**config.mk**
```make
export PLATFORM = sky130hd
export DESIGN_NAME = instr_encoder_flat
export DESIGN_NICKNAME = d
export VERILOG_FILES = /design/src/rtl/instr_encoder_pkg.sv /design/src/rtl/instr_encoder_if.sv /design/src/rtl/instr_encoder_imm_pack.sv /design/src/rtl/instr_encoder.sv /design/src/flat_wrapper.sv
export SDC_FILE = /design/constraint.sdc
export NUM_CORES = 1
export LEC_CHECK = 0
export BUFFER_PORTS_ARGS = -buffer_cell sky130_fd_sc_hd__buf_2
export CAP_MARGIN = 20
export CORE_ASPECT_RATIO = 1.4
export CORE_MARGIN = 2
export CORE_UTILIZATION = 29
export CTS_CLUSTER_SIZE = 12
export DETAILED_ROUTE_END_ITERATION = 12
export PLACE_DENSITY = 0.53
export SLEW_MARGIN = 20
export SYNTH_ARGS = -nofsm -noshare
export SYNTH_HDL_FRONTEND = slang
export SYNTH_SLANG_ARGS = --single-unit
export TNS_END_PERCENT = 20
```
**constraint.sdc**
```tcl
create_clock -name clk_i -period 2.2 [get_ports clk_i]
set_input_delay 0.33 -clock clk_i [delete_from_list [all_inputs] [get_ports clk_i]]
set_output_delay 0.33 -clock clk_i [all_outputs]
set_load 0.02 [all_outputs]
```
**src/rtl/instr_encoder_pkg.sv**
```systemverilog
// Shared types and constants for the RV32I instruction encoder.
package enc_pkg;

    typedef enum logic [2:0] {
        I_CALC  = 3'd0,
        I_LOAD  = 3'd1,
        S       = 3'd2,
        B       = 3'd3,
        U_LUI   = 3'd4,
        U_AUIPC = 3'd5,
        JAL     = 3'd6,
        JALR    = 3'd7
    } fmt_e;

    localparam logic [6:0] OP_I_CALC  = 7'b0010011;
    localparam logic [6:0] OP_I_LOAD  = 7'b0000011;
    localparam logic [6:0] OP_S       = 7'b0100011;
    localparam logic [6:0] OP_B       = 7'b1100011;
    localparam logic [6:0] OP_U_LUI   = 7'b0110111;
    localparam logic [6:0] OP_U_AUIPC = 7'b0010111;
    localparam logic [6:0] OP_JAL     = 7'b1101111;
    localparam logic [6:0] OP_JALR    = 7'b1100111;

    // addi x0, x0, 0
    localparam logic [31:0] DEF_NOP_WORD = 32'h0000_0013;

    // One registered output beat
    typedef struct packed {
        logic [31:0] instr;
        logic        err;
    } enc_beat_t;

    function automatic logic [6:0] opcode_of(fmt_e f);
        case (f)
            I_CALC:  return OP_I_CALC;
            I_LOAD:  return OP_I_LOAD;
            S:       return OP_S;
            B:       return OP_B;
            U_LUI:   return OP_U_LUI;
            U_AUIPC: return OP_U_AUIPC;
            JAL:     return OP_JAL;
            default: return OP_JALR;
        endcase
    endfunction

    // Signed range test on a full-width immediate
    function automatic logic in_range(logic [31:0] v, int lo, int hi);
        return ($signed(v) >= lo) && ($signed(v) <= hi);
    endfunction

endpackage

```
**src/rtl/instr_encoder_if.sv**
```systemverilog
// Request/response bundle for the instruction encoder.
interface instr_encoder_if;
    import enc_pkg::*;

    logic        valid_i;
    logic        ready_o;
    fmt_e        fmt_i;
    logic [4:0]  rd_i;
    logic [4:0]  rs1_i;
    logic [4:0]  rs2_i;
    logic [2:0]  funct3_i;
    logic [6:0]  funct7_i;
    logic [31:0] imm_i;
    logic        valid_o;
    logic        ready_i;
    logic [31:0] instr_o;
    logic [31:0] addr_o;
    logic        err_o;
    logic [15:0] err_cnt_o;

    modport slave (
        input  valid_i, fmt_i, rd_i, rs1_i, rs2_i, funct3_i, funct7_i, imm_i, ready_i,
        output ready_o, valid_o, instr_o, addr_o, err_o, err_cnt_o
    );

    modport master (
        output valid_i, fmt_i, rd_i, rs1_i, rs2_i, funct3_i, funct7_i, imm_i, ready_i,
        input  ready_o, valid_o, instr_o, addr_o, err_o, err_cnt_o
    );

endinterface

```
**src/rtl/instr_encoder_imm_pack.sv**
```systemverilog
// Places immediate bits into their instruction positions and flags
// immediates that the selected format cannot represent.
module imm_pack
    import enc_pkg::*;
(
    input  fmt_e        fmt,
    input  logic [2:0]  funct3,
    input  logic [6:0]  funct7,
    input  logic [31:0] imm,
    output logic [31:0] imm_bits,
    output logic        legal
);

    logic shift_form;
    assign shift_form = (funct3 == 3'b001) || (funct3 == 3'b101);

    // Scatter immediate bits per format; every non-immediate field stays zero
    always_comb begin
        imm_bits = '0;
        legal    = 1'b0;
        case (fmt)
            I_CALC: begin
                if (shift_form) begin
                    // shamt form: funct7 rides in the upper immediate slot
                    imm_bits[31:25] = funct7;
                    imm_bits[24:20] = imm[4:0];
                    legal           = (imm < 32'd32);
                end else begin
                    imm_bits[31:20] = imm[11:0];
                    legal           = in_range(imm, -2048, 2047);
                end
            end
            I_LOAD, JALR: begin
                imm_bits[31:20] = imm[11:0];
                legal           = in_range(imm, -2048, 2047);
            end
            S: begin
                imm_bits[31:25] = imm[11:5];
                imm_bits[11:7]  = imm[4:0];
                legal           = in_range(imm, -2048, 2047);
            end
            B: begin
                imm_bits[31]    = imm[12];
                imm_bits[30:25] = imm[10:5];
                imm_bits[11:8]  = imm[4:1];
                imm_bits[7]     = imm[11];
                legal           = !imm[0] && in_range(imm, -4096, 4094);
            end
            U_LUI, U_AUIPC: begin
                imm_bits[31:12] = imm[31:12];
                legal           = (imm[11:0] == 12'h000);
            end
            default: begin // JAL
                imm_bits[31:12] = {imm[20], imm[10:1], imm[11], imm[19:12]};
                legal           = !imm[0] && in_range(imm, -1048576, 1048574);
            end
        endcase
    end

endmodule

```
**src/rtl/instr_encoder.sv**
```systemverilog
// RV32I instruction encoder: one registered output stage with
// valid/ready on both sides, address tagging and an error counter.
module instr_encoder
    import enc_pkg::*;
#(
    parameter logic [31:0] BASE_ADDR = 32'h0000_0000,
    parameter logic [31:0] NOP_WORD  = DEF_NOP_WORD
) (
    input  logic            clk_i,
    input  logic            rst_i,
    instr_encoder_if.slave  bus
);

    logic [31:0] imm_bits;
    logic        imm_legal;
    logic [31:0] word;
    enc_beat_t   beat_d;
    enc_beat_t   beat_q;
    logic        valid_q;
    logic [31:0] addr_q;
    logic [15:0] cnt_q;
    logic        accept;
    logic        deliver;

    imm_pack u_imm_pack (
        .fmt      (bus.fmt_i),
        .funct3   (bus.funct3_i),
        .funct7   (bus.funct7_i),
        .imm      (bus.imm_i),
        .imm_bits (imm_bits),
        .legal    (imm_legal)
    );

    // Merge register fields and opcode around the placed immediate
    always_comb begin
        word      = imm_bits;
        word[6:0] = opcode_of(bus.fmt_i);
        case (bus.fmt_i)
            I_CALC, I_LOAD, JALR: begin
                word[11:7]  = bus.rd_i;
                word[14:12] = bus.funct3_i;
                word[19:15] = bus.rs1_i;
            end
            S, B: begin
                word[14:12] = bus.funct3_i;
                word[19:15] = bus.rs1_i;
                word[24:20] = bus.rs2_i;
            end
            default: begin // U_LUI, U_AUIPC, JAL
                word[11:7]  = bus.rd_i;
            end
        endcase
    end

    // Unencodable immediates are replaced by a NOP and flagged
    always_comb begin
        beat_d.instr = imm_legal ? word : NOP_WORD;
        beat_d.err   = !imm_legal;
    end

    assign bus.ready_o = !valid_q || bus.ready_i;
    assign accept      = bus.valid_i && bus.ready_o;
    assign deliver     = valid_q && bus.ready_i;

    // Output stage, delivery address and saturating error count
    always_ff @(posedge clk_i) begin
        if (rst_i) begin
            valid_q <= 1'b0;
            beat_q  <= '0;
            addr_q  <= BASE_ADDR;
            cnt_q   <= '0;
        end else begin
            if (accept) begin
                valid_q <= 1'b1;
                beat_q  <= beat_d;
            end else if (deliver) begin
                valid_q <= 1'b0;
            end
            // addr_q always tags the beat at the head of the output stage
            if (deliver) begin
                addr_q <= addr_q + 32'd4;
                if (beat_q.err && (cnt_q != 16'hFFFF))
                    cnt_q <= cnt_q + 16'd1;
            end
        end
    end

    assign bus.valid_o   = valid_q;
    assign bus.instr_o   = beat_q.instr;
    assign bus.err_o     = beat_q.err;
    assign bus.addr_o    = addr_q;
    assign bus.err_cnt_o = cnt_q;

endmodule

```
**src/flat_wrapper.sv**
```systemverilog
// flat-port wrapper written by rule: the top's interface ports become plain ports
module instr_encoder_flat import enc_pkg::*;
#(
    parameter logic [31:0] BASE_ADDR = 32'h0000_0000,
    parameter logic [31:0] NOP_WORD  = DEF_NOP_WORD
)
  (clk_i, rst_i, bus_valid_i, bus_fmt_i, bus_rd_i, bus_rs1_i, bus_rs2_i, bus_funct3_i, bus_funct7_i, bus_imm_i, bus_ready_i, bus_ready_o, bus_valid_o, bus_instr_o, bus_addr_o, bus_err_o, bus_err_cnt_o);
  instr_encoder_if bus_i ();
  input  logic clk_i;
  input  logic rst_i;
  input wire logic [$bits(bus_i.valid_i)-1:0] bus_valid_i;
  input wire logic [$bits(bus_i.fmt_i)-1:0] bus_fmt_i;
  input wire logic [$bits(bus_i.rd_i)-1:0] bus_rd_i;
  input wire logic [$bits(bus_i.rs1_i)-1:0] bus_rs1_i;
  input wire logic [$bits(bus_i.rs2_i)-1:0] bus_rs2_i;
  input wire logic [$bits(bus_i.funct3_i)-1:0] bus_funct3_i;
  input wire logic [$bits(bus_i.funct7_i)-1:0] bus_funct7_i;
  input wire logic [$bits(bus_i.imm_i)-1:0] bus_imm_i;
  input wire logic [$bits(bus_i.ready_i)-1:0] bus_ready_i;
  output wire logic [$bits(bus_i.ready_o)-1:0] bus_ready_o;
  output wire logic [$bits(bus_i.valid_o)-1:0] bus_valid_o;
  output wire logic [$bits(bus_i.instr_o)-1:0] bus_instr_o;
  output wire logic [$bits(bus_i.addr_o)-1:0] bus_addr_o;
  output wire logic [$bits(bus_i.err_o)-1:0] bus_err_o;
  output wire logic [$bits(bus_i.err_cnt_o)-1:0] bus_err_cnt_o;
  assign bus_i.valid_i = bus_valid_i;
  assign bus_i.fmt_i = bus_fmt_i;
  assign bus_i.rd_i = bus_rd_i;
  assign bus_i.rs1_i = bus_rs1_i;
  assign bus_i.rs2_i = bus_rs2_i;
  assign bus_i.funct3_i = bus_funct3_i;
  assign bus_i.funct7_i = bus_funct7_i;
  assign bus_i.imm_i = bus_imm_i;
  assign bus_i.ready_i = bus_ready_i;
  assign bus_ready_o = bus_i.ready_o;
  assign bus_valid_o = bus_i.valid_o;
  assign bus_instr_o = bus_i.instr_o;
  assign bus_addr_o = bus_i.addr_o;
  assign bus_err_o = bus_i.err_o;
  assign bus_err_cnt_o = bus_i.err_cnt_o;
  instr_encoder #(.BASE_ADDR(BASE_ADDR), .NOP_WORD(NOP_WORD)) u_core (.clk_i(clk_i), .rst_i(rst_i), .bus(bus_i));
endmodule
```
* Word level (Yosys, flattened, before mapping)
Cells that the tools add are included.
** Word-level totals
- Input port bits :: 64
- Logic and storage cells :: 59
- Memories kept :: 0
- RAM bits :: 0
- Output and inout port bits :: 83
- ROM bits :: 0
- Register bits :: 82
- Latch bits :: 0
** Operators by class
- Reductions and logical operators :: 22
- Shift-type cells :: 0
- Bitwise operators :: 0
- Magnitude comparators :: 7
- $mul :: 0
- Muxes and demuxes :: 13
- Divide/modulo/power cells :: 0
- Equality and inequality tests :: 10
- $add $sub $neg :: 2
** Operators by type and width (count)
- one-hot mux 7 bit (7 select lines) :: 1
- adder 32 x 3 -> 32 bit (second input constant) :: 1
- greater-or-equal comparator 32 x 12 -> 1 bit (second input constant) :: 1
- greater-or-equal comparator 32 x 13 -> 1 bit (second input constant) :: 1
- greater-or-equal comparator 32 x 21 -> 1 bit (second input constant) :: 1
- <= comparator 32 x 12 -> 1 bit (second input constant) :: 1
- <= comparator 32 x 13 -> 1 bit (second input constant) :: 1
- <= comparator 32 x 21 -> 1 bit (second input constant) :: 1
- less-than comparator 32 x 6 -> 1 bit (second input constant) :: 1
- two-way mux 32 bit :: 1
- one-hot mux 7 bit (4 select lines) :: 1
- adder 16 x 1 -> 16 bit (second input constant) :: 1
- != test 16 bit (second input constant) :: 1
- == test 3 bit (second input constant) :: 5
- one-hot mux 5 bit (3 select lines) :: 1
- logical NOT 12 bit :: 1
- two-way mux 12 bit :: 1
- two-way mux 5 bit :: 2
- one-hot mux 5 bit (2 select lines) :: 1
- logical AND 1 bit :: 8
- two-way mux 8 bit :: 1
- == test 3 x 1 -> 1 bit (second input constant) :: 2
- == test 3 x 2 -> 1 bit (second input constant) :: 2
- OR reduction 2 bit :: 3
- other kinds (9) :: 14

* Logic depth before layout (Yosys ltp)
- Depth in word-level cells :: 6
- Mapped depth :: 7
- Gate-level depth less buffers :: 6

* Hierarchy
From an unflattened synthesis, not the netlist that was laid out.
** Unflattened totals
- Cell total of the unflattened synthesis :: 551
- Area total of the unflattened synthesis :: 4430.5 um2
** Modules (own cells, without submodules)
- instr_encoder :: seq. area each 1581.5 um2, cells each 438, instances 1, area each 3697.3 um2
- imm_pack :: seq. area each 0.0 um2, cells each 113, instances 1, area each 733.2 um2

* Worst setup path before layout
OpenSTA, ideal clock, no wires.
- Kind :: reg-to-reg
- Start point :: register u_core.addr_q[11], in the netlist u_core.bus.addr_o[11]
- End point :: register u_core.addr_q[29], in the netlist u_core.bus.addr_o[29]
- Data required time :: 2.077 ns
- Cell stages (with the launch flop) :: 6
- Slack :: 0.310 ns
- Clock period less this slack :: 1.890 ns
- Setup time :: 0.123 ns
- Buffers on the path :: 0
- Data arrival time :: 1.766 ns
- Cells stage by stage :: dfxtp_1 -> and4_1 -> nand4_1 -> nor4_2 -> nand3_1 -> mux2_1
** Between the ends
- Word-level cells in the longest chain between the ends :: 1
** RTL lines
- start: declaration :: RTL line instr_encoder.sv:20 : logic [31:0] addr_q;
- start signal: assignment :: RTL line instr_encoder.sv:81 : addr_q <= addr_q + 32'd4;
- adder 32 x 3 -> 32 bit :: RTL line instr_encoder.sv:81
No other way between the ends.
A chain may end at the register's enable or synchronous reset.

* Worst setup path after layout
- Start point :: register u_core.addr_q[13], in the netlist u_core.bus.addr_o[13]
- End point :: register u_core.addr_q[31], in the netlist u_core.bus.addr_o[31]
Same word-level chain as after synthesis.

==> run_results.csv <==
group,metric,value,unit
power_and_ir_drop,p_comb_share,14.1,%
critical_path,cp.arrival,2.23,ns
critical_path,worst-setup-path-type,"reg -> reg",
synthesis,syn_inst,475,
timing,rsz0062_at_grt,"no",
finish,multiInputGateArea,0.002699,mm2
drt,first_iter_violations,202,
finish,insertedDiodeCount,0,
power_and_ir_drop,seqPwrFrac,44.1,%
timing,report.final.slew_viol_count,0,
global_route,grt_overflow,0,
synthesis,synth_top_family_by_area,"simple AND/OR/NAND/NOR gates",
clocking,clock_latency,0.34,ns
synthesis,synth-compound-area-share,20.28,%
clocking,cts.sinks,79,
clocking,cts_buffers,9,
timing,skew,0.008390,ns
synthesis,synth-edff-count,0,
drt,detail_route.wl_per_cell,16.67,um
placed_design,dp_slack,0.06706,ns
critical_path,crit_family,"simple AND/OR/NAND/NOR gates",
placed_design,gp_congestion,0.8604,
clocking,clk_path_buf_depth,2,
clocking,root_buffer,"clkbuf_16",
power_and_ir_drop,total_power,3.326,mW
die,coreArea,0.01512,mm2
timing,final.setup.worst_slack,0.1935,ns
timing,finalSetupTns,0,ns
power_and_ir_drop,power_leakage,2.526,nW
drt,highest_layer,"met4",
synthesis,synth-simple-area-share,26.07,%
global_route,grt_pass1_vias,4274,
timing,slew_headroom,65.81,%
synthesis,postSynthAreaPerCell,9.496,um2
clocking,cts_setup_buffers,0,
finish,seqCellArea,0.001582,mm2
timing,setup_violations,0,
min_path,hold_depth,3,
finish,final_nets,690,
die,dieArea,0.01658,mm2
timing,final.min_clock_period,2.007,ns
clocking,cts.clk_slew.worst_paths,0.06,ns
timing,fin_crit_sh,91.21,%
die,row_count,53,
drt,post_drt_via_cell_ratio,5.247,
drt,wl_met2,6848,um
critical_path,path_depth,5,
drt,ant_nets,0,
synthesis,yosysSeqAreaShare,35.06,%
timing,worst_pin_slew,0.5128,ns
power_and_ir_drop,switching_share,27.07,%
synthesis,synthXorXnorAreaFrac,6.019,%
finish,fill_cells,1529,
critical_path,cp_slowest_cell,"nor4_2",
timing,fmax,498.4,MHz
timing,hold_ws,0.3212,ns
global_route,grt_usage,16.48,%
critical_path,critPathBufInv,0,
placed_design,io_buffers,144,
placed_design,post-dp-hpwl,10460,um
die,fp.dieW,109.4,um
clocking,cts_tree,"yes",
critical_path,critPathLaunchType,"flop",
global_route,grt_pass1_wl,21350,um
global_route,antenna_found_initial,0,
synthesis,ys.warnings.count,0,
synthesis,muxShareOfSynthArea,6.436,%
finish,drive_gt1_share,38.79,%
clocking,holdBufCountCts,0,
timing,finalHoldViolCount,0,
die,initial_utilization,29.83,%
flow_run,drv_cap,0,
die,die_h,151.6,um
drt,drc_errors,0,
clocking,cts_resized,0,
finish,area_delta_synth_final,28.85,%
power_and_ir_drop,clockPowerShare,41.8,%
drt,met1Wirelength,5661,um
synthesis,ys_seq_elements,79,
synthesis,syn-cell-area,0.004511,mm2
power_and_ir_drop,ir_drop,0.3365,mV
critical_path,max_stage_delay,0.52,ns
synthesis,synthAdderAreaFrac,0.5548,%
drt,vias,4308,
drt,drt-total-wl,13690,um
clocking,htree_levels,3,
critical_path,worstPathRequired,2.42,ns
synthesis,synth_ff_type,"dfxtp_1",
power_and_ir_drop,p_switching,0.9005,mW
synthesis,yosysUniqueCellTypes,68,
synthesis,async_reset_ff_share,0,%
global_route,grt_max_degree,43,
critical_path,cp-end-kind,"flop",
die,ios,147,
drt,dr.pass1.iters,4,
run_status,status,"complete, no violations",
critical_path,path_cells,"and4_1 > nand4_1 > nor4_2 > nand3_1 > mux2_1",
power_and_ir_drop,p_int,2.426,mW
critical_path,crit_path_max_fanout,4,
critical_path,reg2reg_depth,5,
power_and_ir_drop,power_density,572.3,mW/mm2
min_path,hp-class,"in -> reg",
drt,dr_wl_met3,839,um
-- cell usage after synthesis (all sizes together) (2+ instances only) --
library cell	count	area [um2]
a222oi	6	60.06
nor3	6	35.03
or2	2	12.51
nor3b	2	31.28
mux2i	20	200.2
and2	2	13.77
a311oi	2	17.52
mux2	8	90.08
inv	6	22.52
nor2b	5	31.28
or4	2	18.77
nand3	16	80.08
nand2	27	101.4
o21a	2	15.01
nand3b	29	217.7
clkbuf	14	52.55
xnor2	18	157.7
dfxtp	79	1582
nand4	16	106.4
or3	3	18.77
and3	10	65.06
ha	2	25.02
a2111oi	3	35.03
buf	17	125.1
o31a	2	17.52
dlygate4sd1	3	26.28
nor4	17	127.6
o31ai	4	35.03
a32o	2	22.52
o21ai	7	35.03
nand2b	3	18.77
a21oi	23	118.9
o41ai	28	455.4
nor2	53	198.9
xor2	13	113.9
and4	6	52.55
-- cell families after synthesis --
group | Yosys count
adder cells (fa/ha/maj) | 2
AO/OA/AOI/OAI | 89
AND/OR/NAND/NOR | 203
multiplexers | 28
flip-flops | 79
other | 1
buffers and inverters | 42
XOR/XNOR | 31
-- path summary, 6_finish.rpt --
path                                         endpoint                  start  slack [ns]
worst max-delay path            u_core.bus.addr_o[31]  u_core.bus.addr_o[13]        0.19
worst min-delay path               u_core.bus.valid_o            bus_valid_i        0.32
worst max register to register  u_core.bus.addr_o[31]  u_core.bus.addr_o[13]        0.19
worst min register to register  u_core.bus.instr_o[3]  u_core.bus.instr_o[3]        0.48
-- layer usage --
| metal | GRT usage (%) | vias to the layer above |
|---|---|---|
| met2 | 28.83 | 157 |
| met4 | 8.165 | 0 |
| met1 | 19.09 | 2053 |
| met3 | 2.908 | 20 |
| li1 | - | 2078 |
| met5 | 0 | - |
-- sequential cells by signal, summed over array words and instances, names as in the netlist --
signal,flops
u_core.bus.err_cnt_o,16
u_core.bus.instr_o,31
u_core.bus.addr_o,30
u_core.bus.valid_o,1
u_core.bus.err_o,1
-- cell type report --
class,instances,area share [%]
sequential,79,27.21
clock buffer,11,4.177
inverter,7,0.5382
timing repair buffer,172,16.92
tap,192,4.133
clock inverter,5,0.5813
multi-input combinational,355,46.44
-- cell usage in the layout, fill, tap and decap left out, types with 3 or more instances in the layout --
| cell | netlist | final |
|---|---|---|
| buf_2 | 7 | 143 |
| dfxtp_1 | 79 | 79 |
| nor2_1 | 53 | 53 |
| nand3b_1 | 29 | 29 |
| o41ai_2 | 28 | 28 |
| nand2_1 | 27 | 27 |
| buf_4 | 4 | 25 |
| a21oi_1 | 22 | 22 |
| mux2i_1 | 20 | 20 |
| xnor2_1 | 18 | 18 |
| nand3_1 | 16 | 16 |
| nand4_1 | 15 | 15 |
| nor4_1 | 15 | 15 |
| xor2_1 | 13 | 13 |
| clkbuf_16 | 0 | 9 |
| and3_1 | 8 | 8 |
| o21ai_0 | 7 | 7 |
| inv_1 | 6 | 6 |
| and4_1 | 6 | 6 |
| a222oi_1 | 6 | 6 |
| nor2b_1 | 5 | 5 |
| nor3_1 | 5 | 5 |
| mux2_1 | 4 | 4 |
| mux2_2 | 4 | 4 |
| buf_12 | 0 | 4 |
| nand2b_1 | 3 | 3 |
| or3_1 | 3 | 3 |
-- stage by stage --
step                      cell area (um2)  util (%)  std cells
final                                5812     38.44        821
after global placement               5535     36.61        805
after CTS                            5812     38.44        821
after detailed placement             5535     36.61        805
after global routing                 5812     38.44        821
after floorplan                      4514         -        476
-- worst register-to-register path, delay by kind of cell (launching register included) --
kind             cells  cell delay, ns
AND/OR/NAND/NOR      4            1.18
multiplexers         1            0.33
flip-flops           1            0.39
-- power groups by stage --
stage | clock network [mW] | logic [mW] | registers (mW)
CTS | 1.44 | 0.472 | 1.47
global placement | 0 | 0.463 | 1.50
detailed placement | 0 | 0.471 | 1.50
finish | 1.39 | 0.470 | 1.47
floorplan | 0 | 0.252 | 1.52
global route | 1.49 | 0.503 | 1.47
Note: power is estimated with default switching activity, not from simulation.
